===== config.mk =====
export PLATFORM = sky130hd
export DESIGN_NAME = uart_tx_arbiter
export DESIGN_NICKNAME = d
export VERILOG_FILES = /design/src/rtl/uart_tx_arbiter.sv
export SDC_FILE = /design/constraint.sdc
export NUM_CORES = 1
export LEC_CHECK = 0
export BUFFER_PORTS_ARGS = -buffer_cell sky130_fd_sc_hd__buf_2
export CAP_MARGIN = 20
export CORE_UTILIZATION = 49
export CTS_CLUSTER_DIAMETER = 50
export DETAILED_ROUTE_END_ITERATION = 7
export GPL_TIMING_DRIVEN = 1
export PLACE_DENSITY = 0.77
export SYNTH_ARGS = -nofsm -noshare
export SYNTH_HDL_FRONTEND = slang
export SYNTH_SLANG_ARGS = --single-unit

===== constraint.sdc =====
create_clock -name sys_clk -period 3.6 [get_ports sys_clk]
set_input_delay 1.08 -clock sys_clk [delete_from_list [all_inputs] [get_ports sys_clk]]
set_output_delay 1.08 -clock sys_clk [all_outputs]
set_load 0.01 [all_outputs]

===== src/rtl/uart_tx_arbiter.sv =====
// Shares one uart_tx between the receive-echo path and keypad reporting.
// Echo bytes sit in a small FIFO, key presses in a one-entry register; frames are paced by an internal timer.
module uart_tx_arbiter #(
  parameter int unsigned CLK_FREQ   = 24_000_000,
  parameter int unsigned BAUD       = 9600,
  parameter int unsigned FRAME_BITS = 10,
  parameter int unsigned GAP_CLKS   = 16,
  parameter int unsigned FIFO_DEPTH = 4
) (
  input  logic       sys_clk,
  input  logic       sys_rst,
  input  logic [7:0] rx_data,
  input  logic       rx_valid,
  input  logic [3:0] key_value,
  input  logic       key_valid,
  input  logic       ovf_clr,
  output logic [7:0] tx_data,
  output logic       tx_start,
  output logic       busy,
  output logic       rx_ovf,
  output logic       key_ovf
);

  localparam int unsigned FRAME_CLKS = (CLK_FREQ / BAUD) * FRAME_BITS + GAP_CLKS;
  localparam int unsigned CNT_W      = (FRAME_CLKS > 2) ? $clog2(FRAME_CLKS) : 1;
  localparam int unsigned PTR_W      = $clog2(FIFO_DEPTH);
  localparam logic [CNT_W-1:0] CNT_LOAD  = CNT_W'(FRAME_CLKS - 1);
  localparam logic [PTR_W:0]   FIFO_FULL = (PTR_W + 1)'(FIFO_DEPTH);

  typedef enum logic {ST_IDLE, ST_WAIT} state_t;
  typedef enum logic {SRC_RX, SRC_KEY} src_t;

  state_t           state_q, state_d;
  src_t             last_q, last_d;
  logic [CNT_W-1:0] cnt_q, cnt_d;
  logic [7:0]       tx_data_q, tx_data_d;
  logic             tx_start_q, tx_start_d;
  logic             rx_ovf_q, rx_ovf_d;
  logic             key_ovf_q, key_ovf_d;

  logic [7:0]       fifo_mem_q [FIFO_DEPTH];
  logic [PTR_W-1:0] wr_ptr_q, wr_ptr_d;
  logic [PTR_W-1:0] rd_ptr_q, rd_ptr_d;
  logic [PTR_W:0]   count_q, count_d;

  logic             key_full_q, key_full_d;
  logic [3:0]       key_code_q, key_code_d;

  logic fifo_empty, fifo_full;
  logic rx_pop, rx_push, rx_drop;
  logic key_pop, key_load, key_drop;
  logic grant_rx;
  logic [7:0] key_ascii;

  assign fifo_empty = (count_q == '0);
  assign fifo_full  = (count_q == FIFO_FULL);

  // A pop in the same cycle frees the slot, so a push/load into a full buffer is only lost without one.
  assign rx_push  = rx_valid & (~fifo_full | rx_pop);
  assign rx_drop  = rx_valid & fifo_full & ~rx_pop;
  assign key_load = key_valid & (~key_full_q | key_pop);
  assign key_drop = key_valid & key_full_q & ~key_pop;

  assign key_ascii = (key_code_q < 4'd10) ? ({4'h0, key_code_q} + 8'h30)
                                          : ({4'h0, key_code_q} + 8'h37);

  assign grant_rx = ~fifo_empty & (~key_full_q | (last_q == SRC_KEY));

  always_comb begin
    state_d    = state_q;
    last_d     = last_q;
    cnt_d      = cnt_q;
    tx_data_d  = tx_data_q;
    tx_start_d = 1'b0;
    rx_pop     = 1'b0;
    key_pop    = 1'b0;
    unique case (state_q)
      ST_IDLE: begin
        if (grant_rx) begin
          rx_pop     = 1'b1;
          tx_data_d  = fifo_mem_q[rd_ptr_q];
          tx_start_d = 1'b1;
          cnt_d      = CNT_LOAD;
          last_d     = SRC_RX;
          state_d    = ST_WAIT;
        end else if (key_full_q) begin
          key_pop    = 1'b1;
          tx_data_d  = key_ascii;
          tx_start_d = 1'b1;
          cnt_d      = CNT_LOAD;
          last_d     = SRC_KEY;
          state_d    = ST_WAIT;
        end
      end
      ST_WAIT: begin
        if (cnt_q == '0) begin
          state_d = ST_IDLE;
        end else begin
          cnt_d = cnt_q - CNT_W'(1);
        end
      end
      default: state_d = ST_IDLE;
    endcase
  end

  always_comb begin
    wr_ptr_d = wr_ptr_q;
    rd_ptr_d = rd_ptr_q;
    count_d  = count_q;
    if (rx_push) wr_ptr_d = wr_ptr_q + PTR_W'(1);
    if (rx_pop)  rd_ptr_d = rd_ptr_q + PTR_W'(1);
    unique case ({rx_push, rx_pop})
      2'b10:   count_d = count_q + (PTR_W + 1)'(1);
      2'b01:   count_d = count_q - (PTR_W + 1)'(1);
      default: count_d = count_q;
    endcase
  end

  always_comb begin
    key_full_d = key_full_q;
    key_code_d = key_code_q;
    if (key_load) begin
      key_full_d = 1'b1;
      key_code_d = key_value;
    end else if (key_pop) begin
      key_full_d = 1'b0;
    end
  end

  // A fresh overflow in the same cycle as a clear leaves the flag set.
  always_comb begin
    rx_ovf_d  = (rx_ovf_q & ~ovf_clr) | rx_drop;
    key_ovf_d = (key_ovf_q & ~ovf_clr) | key_drop;
  end

  always_ff @(posedge sys_clk or posedge sys_rst) begin
    if (sys_rst) begin
      state_q    <= ST_IDLE;
      last_q     <= SRC_KEY;
      cnt_q      <= '0;
      tx_data_q  <= '0;
      tx_start_q <= 1'b0;
      rx_ovf_q   <= 1'b0;
      key_ovf_q  <= 1'b0;
      wr_ptr_q   <= '0;
      rd_ptr_q   <= '0;
      count_q    <= '0;
      key_full_q <= 1'b0;
      key_code_q <= '0;
    end else begin
      state_q    <= state_d;
      last_q     <= last_d;
      cnt_q      <= cnt_d;
      tx_data_q  <= tx_data_d;
      tx_start_q <= tx_start_d;
      rx_ovf_q   <= rx_ovf_d;
      key_ovf_q  <= key_ovf_d;
      wr_ptr_q   <= wr_ptr_d;
      rd_ptr_q   <= rd_ptr_d;
      count_q    <= count_d;
      key_full_q <= key_full_d;
      key_code_q <= key_code_d;
    end
  end

  always_ff @(posedge sys_clk or posedge sys_rst) begin
    if (sys_rst) begin
      for (int unsigned i = 0; i < FIFO_DEPTH; i++) begin
        fifo_mem_q[i] <= '0;
      end
    end else if (rx_push) begin
      fifo_mem_q[wr_ptr_q] <= rx_data;
    end
  end

  assign tx_data  = tx_data_q;
  assign tx_start = tx_start_q;
  assign busy     = (state_q == ST_WAIT);
  assign rx_ovf   = rx_ovf_q;
  assign key_ovf  = key_ovf_q;

endmodule


==> flow_summary_export.csv, run 1 <==
group,metric,value,unit
grt,grt_pass1_vias,2223,
drt,drc,0,
setup_path,crit_buf_inv,0,
synthesis,synth.top_cell.area_share,52.36,%
timing,setup_viol,0,
synthesis,yosysMostFrequentCell,"dfrtp_1",
synthesis,yosysWarnings,0,
timing,slew_headroom,49.23,%
clock_tree,cts_buffers,9,
synthesis,synth_nets,302,
status,status,"complete, no violations",
timing,drv_slew,0,
grt,grt_max_degree,42,
die,start_util,51.95,%
die,coreArea,6531,um^2
timing,worstMarginPinSlew,0.7552,ns
synthesis,ys_seq_area_share,53.13,%
drt,drtAntennaViolNets,0,
final_layout,register_area,1803,um^2
die,rows,29,
final_layout,antenna_cells,0,
die,die-area,7262,um^2
synthesis,synth.largest_area_cell,"dfrtp_1",
synthesis,ys_types,47,
drt,wl,6.321,mm
synthesis,synth_cells,277,
synthesis,netlist_area,3393,um^2
final_layout,fin_cells,390,
timing,fin_tns_setup,0,ns
setup_path,critical_path_class,"register to register",
timing,hold_viol_final,0,
pwr,power.density,639.7,nW/um^2
final_layout,drive_gt1_share,32.27,%
timing,rsz0062_at_grt,"no",
clock_tree,ctsHoldBuffers,0,
clock_tree,root_buffer,"clkbuf_8",
pwr,irDropWorstVdd,0.0004845,V
timing,fmax,0.4162,GHz
drt,viasPerCell,5.751,
grt,grt_pass1_wl,10.76,mm
clock_tree,post-cts-setup-buffers,0,
drt,drt_iter0_markers,129,
final_layout,final_cell_area,3830,um^2
drt,wire_per_inst,16.21,um
clock_tree,cts_htree_levels,3,
timing,finalClockSkew,0.004918,ns
job,cap_viol_max_count,0,
synthesis,synth_edf_count,0,
clock_tree,clkLatencyLatePin,0.35,ns
clock_tree,cts_tree,"yes",
setup_path,critPathTopFamily,"adder cells",
timing,layout_min_cycle_time,2.403,ns
setup_path,crit_arrival,2.64,ns
setup_path,cp_max_fo,6,
synthesis,synth.area.top_cells,"dfrtp_1 (52%), mux2_2 (13%), mux4_2 (5.3%)",
final_layout,multiInputGateArea,1490,um^2
clock_tree,cts_resized,0,
timing,fin_crit_sh,66.74,%
place,dp_cells,374,
setup_path,end_kind,"register",
setup_path,critical_path_required,3.83,ns
synthesis,ys.flop_type,"dfrtp_1",
synthesis,yosys_register_bits,72,
synthesis,async_flop_share,100.0,%
pwr,leakage,1.704,nW
grt,grt_usage,19.59,%
grt,grt_overflow,0,
place,hpwl,4.484,mm
setup_path,critical_path.cell_chain,"nor2b_1, o211ai_1, nand2_1, ha_1, fa_1, xnor2_1, nor2_1, xor2_1",
setup_path,crit_path_max_incr_delay,0.55,ns
die,die_y,85.22,um
place,port_buffers,28,
grt,antenna_found_initial,0,
final_layout,fill_cells,538,
synthesis,avgSynthCellArea,12.25,um^2
place,placed_area,3610,um^2
clock_tree,clkTransAtPathRegs,0.07,ns
die,fp.dieW,85.22,um
synthesis,yosys-top-cells-count,"dfrtp_1 (71), mux2_2 (38), nand2_1 (17)",
setup_path,cp_slowest_cell,"dfstp_2",
clock_tree,cts.sinks,72,
place,finalWeightedCongestion,0.7615,
final_layout,syn2layout_area_growth,12.87,%
drt,num_vias,2243,
clock_tree,cts_max_path_buffers,2,
die,ioPinCount,29,
final_layout,nets,333,
worst_hold_path,min_path_type,"register to register",
setup_path,critPathLaunchType,"register",
drt,first_pass_iters,4,
==> worst paths after layout <==
kind | slack (ns) | to | start | cells past startpoint
max | 1.20 | count_q[2]$_DFFE_PP0P_ | last_q$_DFFE_PP1P_ | 8
min | 0.51 | fifo_mem_q[26]$_DFFE_PP0P_ | fifo_mem_q[26]$_DFFE_PP0P_ | 1
max reg2reg | 1.20 | count_q[2]$_DFFE_PP0P_ | last_q$_DFFE_PP1P_ | 8
min reg2reg | 0.51 | fifo_mem_q[26]$_DFFE_PP0P_ | fifo_mem_q[26]$_DFFE_PP0P_ | 1
max in group asynchronous | 2.12 | rd_ptr_q[0]$_DFFE_PP0P_ | sys_rst | 3
min in group asynchronous | 0.84 | tx_start$_DFF_PP0_ | sys_rst | 2
==> routing by layer <==
metal  GRT usage, %  part of all wire, %  vias up  routed length (um)
met4          6.626                 0.87        0                  55
li1               -                    -     1079                   -
met5              0                    0        -                   0
met1          24.89                   45     1118                2854
met3          5.156                  3.7        7                 233
met2          32.77                   50       39                3177
==> cell families (layout without fill, tap and decap cells) <==
group           after synthesis  in the layout  synth area share (%)
flops                        72             72                 53.13
buf+inv                      25             61                 2.950
mux                          50             50                 19.10
fa+ha+maj                     8              8                 3.171
xor+xnor                      7              7                 1.807
compound gates               41             41                 8.370
simple gates                 74             74                 11.47
==> layout make-up <==
cell class	count	area share (%)
Clock buffer	10	3.332
Clock inverter	6	2.418
Inverter	16	1.568
Multi-Input combinational cell	180	38.91
Sequential cell	72	47.08
Tap cell	77	2.516
Timing Repair Buffer	29	4.182
==> placed cells by master, fill, tap and decap left out, types with 2 or more instances in the layout <==
cell / n
o21ai_0: 9
xnor2_1: 5
nor2b_1: 3
mux4_2: 8
o211ai_1: 2
mux2i_1: 4
bufinv_16: 2
dfrtp_1: 71
nor4_1: 5
clkinvlp_4: 2
or2_2: 3
nand2_1: 17
xor2_1: 2
a21oi_1: 10
o22ai_1: 2
o41ai_2: 2
nand4_1: 4
nor3_1: 7
a211oi_1: 2
o31ai_1: 2
a31oi_1: 4
ha_1: 7
nor2_1: 15
mux2_2: 38
and3_1: 2
buf_2: 28
nand3_1: 7
or4_1: 4
clkbuf_8: 9
inv_1: 15
==> where the power goes <==
part / internal (W) / switching [W]
sequential: 0.00103 / 0.000141
clock: 0.000394 / 0.000306
combinational: 0.000340 / 0.000236
==> metrics by stage <==
stage / setup slack (ns) / utilization [%] / hold slack (ns) / power, W
6_report: 1.198 / 58.64 / 0.5057 / 0.002450
5_1_grt: 1.044 / 58.64 / 0.5159 / 0.002591
4_1_cts: 1.207 / 58.64 / 0.5067 / 0.002478
3_5_place_dp: 1.137 / 55.27 / 0.4889 / 0.001772
3_3_place_gp: 1.182 / 55.27 / 0.4817 / 0.001725
2_1_floorplan: 0.6967 / - / 0.4600 / 0.001616
==> state kept, by name (all words and copies together) (netlist names) <==
register	cells
fifo_mem_q	32
cnt_q	15
tx_data	8
key_code_q	4
count_q	3
rd_ptr_q	2
wr_ptr_q	2
busy	1
key_full_q	1
key_ovf	1
last_q	1
rx_ovf	1
tx_start	1
(Power assumes the default switching activity.)
==> run 2: changes to the inputs <==
--- a/config.mk
+++ b/config.mk
@@ -11,7 +11,7 @@
 export CTS_CLUSTER_DIAMETER = 50
 export DETAILED_ROUTE_END_ITERATION = 7
 export GPL_TIMING_DRIVEN = 1
-export PLACE_DENSITY = 0.77
+export PLACE_DENSITY = 0.79
 export SYNTH_ARGS = -nofsm -noshare
 export SYNTH_HDL_FRONTEND = slang
 export SYNTH_SLANG_ARGS = --single-unit
==> constraint.sdc (replaced) <==
create_clock -name sys_clk -period 1.9 [get_ports sys_clk]
set_input_delay 0.57 -clock sys_clk [delete_from_list [all_inputs] [get_ports sys_clk]]
set_output_delay 0.57 -clock sys_clk [all_outputs]
set_load 0.01 [all_outputs]
==> flow_summary_export.csv, run 2 (synthesized netlist as in run 1, its figures left out) <==
group,metric,value,unit
drt,drtAntennaViolNets,0,
die,rows,29,
timing,rsz0062_at_grt,"yes",
die,ioPinCount,29,
setup_path,cp_max_fo,3,
timing,setup_slack,-0.1143,ns
place,port_buffers,28,
final_layout,nets,379,
job,cap_viol_max_count,0,
drt,wl,7.335,mm
setup_path,critical_path_required,2.18,ns
grt,grt_pass1_vias,2619,
timing,fin_tns_setup,-0.2703,ns
setup_path,critical_path.cell_chain,"nor2b_2, o211ai_1, nand2_1, ha_2, fa_2, xnor2_1, nor2_1, xor2_1",
timing,slew_headroom,66.17,%
final_layout,syn2layout_area_growth,25.59,%
place,finalWeightedCongestion,0.7791,
clock_tree,clkLatencyLatePin,0.36,ns
pwr,irDropWorstVdd,0.0009256,V
final_layout,largest-register,"fifo_mem_q",
status,violations,"setup timing",
setup_path,critical_path_class,"register to register",
timing,fmax,0.4965,GHz
setup_path,cp_slowest_cell,"dfstp_2",
drt,first_pass_iters,4,
timing,layout_min_cycle_time,2.014,ns
final_layout,drive_gt1_share,44.01,%
timing,setup_viol,3,
final_layout,fill_cells,487,
setup_path,critPathLaunchType,"register",
clock_tree,ctsHoldBuffers,0,
die,coreArea,6531,um^2
timing,worstMarginPinSlew,0.5064,ns
timing,fin_crit_sh,106.0,%
worst_hold_path,min_path_type,"input port to async pin",
clock_tree,root_buffer,"clkbuf_8",
setup_path,rr_endpoint,"count_q[2]$_DFFE_PP0P_",
drt,viasPerCell,5.706,
place,hpwl,5.177,mm
drt,wire_per_inst,16.82,um
clock_tree,clkTransAtPathRegs,0.08,ns
timing,drv_slew,0,
timing,finalClockSkew,0.009002,ns
drt,drc,0,
grt,antenna_found_initial,0,
timing,hold_viol_final,0,
final_layout,final_cell_mix,"dfrtp_1 (70), buf_4 (44), mux2_2 (38), buf_2 (28), nand2_1 (17)",
grt,grt_max_degree,25,
clock_tree,cts_tree,"yes",
setup_path,critPathTopFamily,"flip-flops",
drt,num_vias,2488,
die,fp.dieW,85.22,um
grt,grt_pass1_wl,12.12,mm
setup_path,r2r-start,"last_q$_DFFE_PP1P_",
setup_path,r2r_setup_slack,-0.11,ns
pwr,power.density,1182,nW/um^2
drt,drt_iter0_markers,180,
setup_path,crit_path_max_incr_delay,0.54,ns
setup_path,crit_arrival,2.29,ns
setup_path,ff2ff_path_depth,8,
final_layout,largest_reg_flops,32,
clock_tree,cts_max_path_buffers,2,
final_layout,antenna_cells,0,
grt,grt_overflow,0,
setup_path,end_kind,"register",
place,pre_cts_ws,-0.06534,ns
die,start_util,51.95,%
timing,timing.hold.ws,0.2299,ns
setup_path,crit_buf_inv,0,
clock_tree,cts_htree_levels,3,
die,die-area,7262,um^2
final_layout,layout_commonest_cell,"dfrtp_1",
clock_tree,cts.sinks,72,
pwr,leakage,1.952,nW
die,die_y,85.22,um
grt,grt_usage,22.34,%
clock_tree,cts_buffers,9,
status,status,"finished with violations",
run 2: what timing repair did:
item | in CTS | in global routing
pin swaps | 4 | 4
resized for setup | 3 | 3
setup endpoints to repair | 6 | 9
setup buffers | 5 | 3
run 2: through the flow:
step / std cells / power (W) / util (%) / cell area (um^2)
floorplan: 277 / 0.003068 / - / 3422
global placement: 412 / 0.003390 / 60.17 / 3930
detailed placement: 412 / 0.003488 / 60.17 / 3930
CTS: 433 / 0.005046 / 64.77 / 4230
global route: 436 / 0.005291 / 65.25 / 4262
finish: 436 / 0.005038 / 65.25 / 4262
run 2: report_power, final:
part	leakage (nW)	switching, W	internal (W)	total (W)
registers	0.856	0.000252	0.00196	0.00221
clock network	0.126	0.000635	0.000890	0.00153
logic	0.970	0.000524	0.000779	0.00130
total	1.95	0.00141	0.00363	0.00504
run 2: worst reg2reg max path, cell delays in order (launching register included):
cell and delay [ns]:
dfstp_2 0.54, nor2b_2 0.05, o211ai_1 0.26, nand2_1 0.14, ha_2 0.20, fa_2 0.33
xnor2_1 0.14, nor2_1 0.12, xor2_1 0.16
run 2: how the worst max path moves through the flow:
stage / startpoint / endpoint / slack [ns] / cells past startpoint
after floorplan: last_q$_DFFE_PP1P_ / count_q[2]$_DFFE_PP0P_ / -0.18 / 8
after global placement: cnt_q[6]$_DFFE_PP0P_ / cnt_q[12]$_DFFE_PP0P_ / 0.01 / 4
after detailed placement: last_q$_DFFE_PP1P_ / count_q[2]$_DFFE_PP0P_ / -0.07 / 8
after CTS: last_q$_DFFE_PP1P_ / count_q[2]$_DFFE_PP0P_ / -0.07 / 8
after global routing: last_q$_DFFE_PP1P_ / count_q[2]$_DFFE_PP0P_ / -0.21 / 8
final: last_q$_DFFE_PP1P_ / count_q[2]$_DFFE_PP0P_ / -0.11 / 8
run 2: layout make-up:
cell class	count	area (um^2)	area share, %
inverter	16	63.81	1.497
clock buffer	9	123.9	2.907
multi-input combinational	180	1524	35.76
clock inverter	7	127.6	2.995
timing repair buffer	75	521.8	12.24
sequential	72	1804	42.34
tap	77	96.34	2.261
run 2: routing by layer:
layer	global-route usage [%]	up-vias	wire, um
met5	0	-	0
met1	25.96	1238	3136
met2	39.37	52	3788
met3	4.183	24	222
met4	11.71	0	188
li1	-	1174	-
==> run 3: changes to the inputs <==
--- a/config.mk
+++ b/config.mk
@@ -5,6 +5,7 @@
 export SDC_FILE = /design/constraint.sdc
 export NUM_CORES = 1
 export LEC_CHECK = 0
+export ABC_AREA = 1
 export BUFFER_PORTS_ARGS = -buffer_cell sky130_fd_sc_hd__buf_2
 export CAP_MARGIN = 20
 export CORE_UTILIZATION = 49
==> flow_summary_export.csv, run 3 <==
group,metric,value,unit
setup_path,end_kind,"register",
synthesis,yosysWarnings,0,
setup_path,critPathLaunchType,"register",
synthesis,synth_nets,495,
pwr,leakage,2.250,nW
grt,antenna_found_initial,0,
die,coreArea,7370,um^2
synthesis,netlist_area,3785,um^2
final_layout,drive_gt1_share,17.99,%
drt,wl_met2,4.087,mm
timing,setup_viol,1,
grt,grt_max_degree,48,
clock_tree,cts_tree,"yes",
timing,hold_viol_final,0,
grt,grt_pass1_wl,14.83,mm
die,start_util,51.36,%
setup_path,rr_endpoint,"count_q[2]$_DFFE_PP0P_",
timing,fin_tns_setup,-0.004819,ns
clock_tree,ctsHoldBuffers,0,
drt,drc,0,
status,violations,"setup timing",
clock_tree,clkTransAtPathRegs,0.07,ns
synthesis,yosys_register_bits,72,
setup_path,r2r-start,"last_q$_DFFE_PP1P_",
timing,drv_slew,0,
drt,wire_per_inst,13.92,um
timing,setup_slack,-0.004819,ns
clock_tree,clkLatencyLatePin,0.34,ns
final_layout,largest-register,"fifo_mem_q",
drt,viasPerCell,5.331,
synthesis,yosys-top-cells-count,"nand2_1 (153), dfrtp_1 (71), nor2_1 (42)",
status,status,"finished with violations",
setup_path,r2r_setup_slack,-0.005,ns
final_layout,nets,537,
setup_path,crit_arrival,2.12,ns
synthesis,ys_types,34,
grt,grt_overflow,0,
die,die-area,8079,um^2
clock_tree,cts.sinks,72,
timing,fin_crit_sh,100.3,%
die,rows,31,
grt,grt_usage,23.03,%
synthesis,async_flop_share,100.0,%
drt,wl,8.575,mm
drt,met3_length,379,um
final_layout,syn2layout_area_growth,16.03,%
die,die_y,89.89,um
setup_path,ff2ff_path_depth,8,
place,hpwl,5.852,mm
setup_path,critical_path_required,2.12,ns
synthesis,yosysMostFrequentCell,"nand2_1",
clock_tree,root_buffer,"clkbuf_8",
timing,layout_min_cycle_time,1.905,ns
pwr,irDropWorstVdd,0.0004510,V
timing,rsz0062_at_grt,"yes",
place,placed_area,4115,um^2
job,cap_viol_max_count,0,
final_layout,antenna_cells,0,
timing,slew_headroom,70.13,%
drt,first_pass_iters,4,
drt,wl_met1,4.031,mm
die,fp.dieW,89.89,um
timing,worstMarginPinSlew,0.4480,ns
clock_tree,cts_max_path_buffers,2,
drt,drtAntennaViolNets,0,
synthesis,synth_edf_count,0,
grt,grt_pass1_vias,3098,
drt,topRoutingLayerUsed,"met4",
synthesis,synth.largest_area_cell,"dfrtp_1",
drt,num_vias,3284,
setup_path,startpoint,"last_q$_DFFE_PP1P_",
worst_hold_path,min_path_type,"input port to async pin",
setup_path,critical_path_class,"register to register",
synthesis,synth_cells,470,
final_layout,layout_commonest_cell,"nand2_1",
setup_path,cp_max_fo,3,
final_layout,final_cell_mix,"nand2_1 (152), dfrtp_1 (69), nor2_1 (42), nand4_1 (37), inv_1 (34)",
synthesis,ys.flop_type,"dfrtp_1",
place,finalWeightedCongestion,0.8310,
die,ioPinCount,29,
clock_tree,cts_htree_levels,3,
place,port_buffers,28,
synthesis,avgSynthCellArea,8.053,um^2
timing,fmax,0.5250,GHz
timing,finalClockSkew,0.003835,ns
final_layout,final_cell_area,4392,um^2
pwr,power.density,694.7,nW/um^2
clock_tree,cts_buffers,9,
final_layout,largest_reg_flops,32,
synthesis,ys_seq_area_share,47.64,%
synthesis,synth.top_cell.area_share,46.94,%
synthesis,synth.area.top_cells,"dfrtp_1 (47%), nand2_1 (15%), nand4_1 (6.1%)",
drt,drt_iter0_markers,216,
run 3: cell types whose count changed after synthesis, sizes merged, moves of 20 or more:
| cell | previous run | this run |
|---|---|---|
| nand2 | 17 | 157 |
| mux2 | 38 | 1 |
| nand4 | 4 | 37 |
| nor2 | 15 | 46 |
| nand3 | 7 | 33 |
| inv | 16 | 36 |
| o21ai | 9 | 29 |
run 3: worst max-delay path, cell delays in order (launching register included):
cell	delay [ns]
dfstp_2	0.56
o21ai_4	0.08
o21ai_4	0.18
nand2_4	0.07
ha_4	0.18
fa_2	0.35
a21oi_2	0.12
o21ai_1	0.09
xor2_1	0.15
run 3: area by class of cell:
cell class | instances | area (um^2)
multi-input combinational | 340 | 1758
fill | 648 | 2978
sequential | 72 | 1805
tap | 99 | 123.9
inverter | 37 | 142.6
clock inverter | 5 | 80.08
timing repair buffer | 52 | 340.3
clock buffer | 11 | 141.4
run 3: what timing repair did:
item,4_1_cts,5_1_grt
pin swaps,1,2
buffers inserted,0,3
setup endpoints to repair,1,2
resized for setup,0,7
run 3: how the worst max path moves through the flow:
stage                                   endpoint  cells after the start
after floorplan           count_q[1]$_DFFE_PP0P_                      9
after global placement    count_q[2]$_DFFE_PP0P_                      8
after detailed placement  count_q[2]$_DFFE_PP0P_                      8
after CTS                 count_q[2]$_DFFE_PP0P_                      8
after global routing      count_q[1]$_DFFE_PP0P_                      8
final                     count_q[2]$_DFFE_PP0P_                      8
run 3: power by group:
part	switching [W]	internal (W)	leakage [nW]
registers	0.0000189	0.00155	0.921
clock network	0.000553	0.000773	0.106
logic	0.000101	0.0000506	1.22
total	0.000673	0.00238	2.25
run 3: cells by family (layout without fill, tap and decap cells):
logic type      Yosys count  in the layout  share of synthesized area (%)
buf+inv                  58            105                          7.437
xor+xnor                  7              7                          1.620
compound gates           48             48                          7.570
flops                    72             72                          47.64
mux                       1              1                         0.2975
fa+ha+maj                 8              8                          2.843
simple gates            276            276                          32.59
run 3: layer usage:
layer	GRT usage, %	vias to the layer above
li1	-	1623
met3	5.668	5
met2	36.47	77
met4	6.720	0
met5	0	-
met1	31.47	1579
run 3: per-stage QoR:
step | std cells | setup WS (ns) | hold WS (ns) | util (%) | power (W)
after CTS | 613 | 0.02164 | 0.3172 | 58.85 | 0.003082
final | 616 | -0.004819 | 0.3119 | 59.59 | 0.003051
after floorplan | 470 | -0.07208 | 0.4367 | - | 0.001680
after global placement | 597 | 0.05803 | 0.4492 | 55.84 | 0.001749
after global routing | 616 | -0.06145 | 0.3250 | 59.59 | 0.003181
after detailed placement | 597 | 0.006969 | 0.4534 | 55.84 | 0.001754
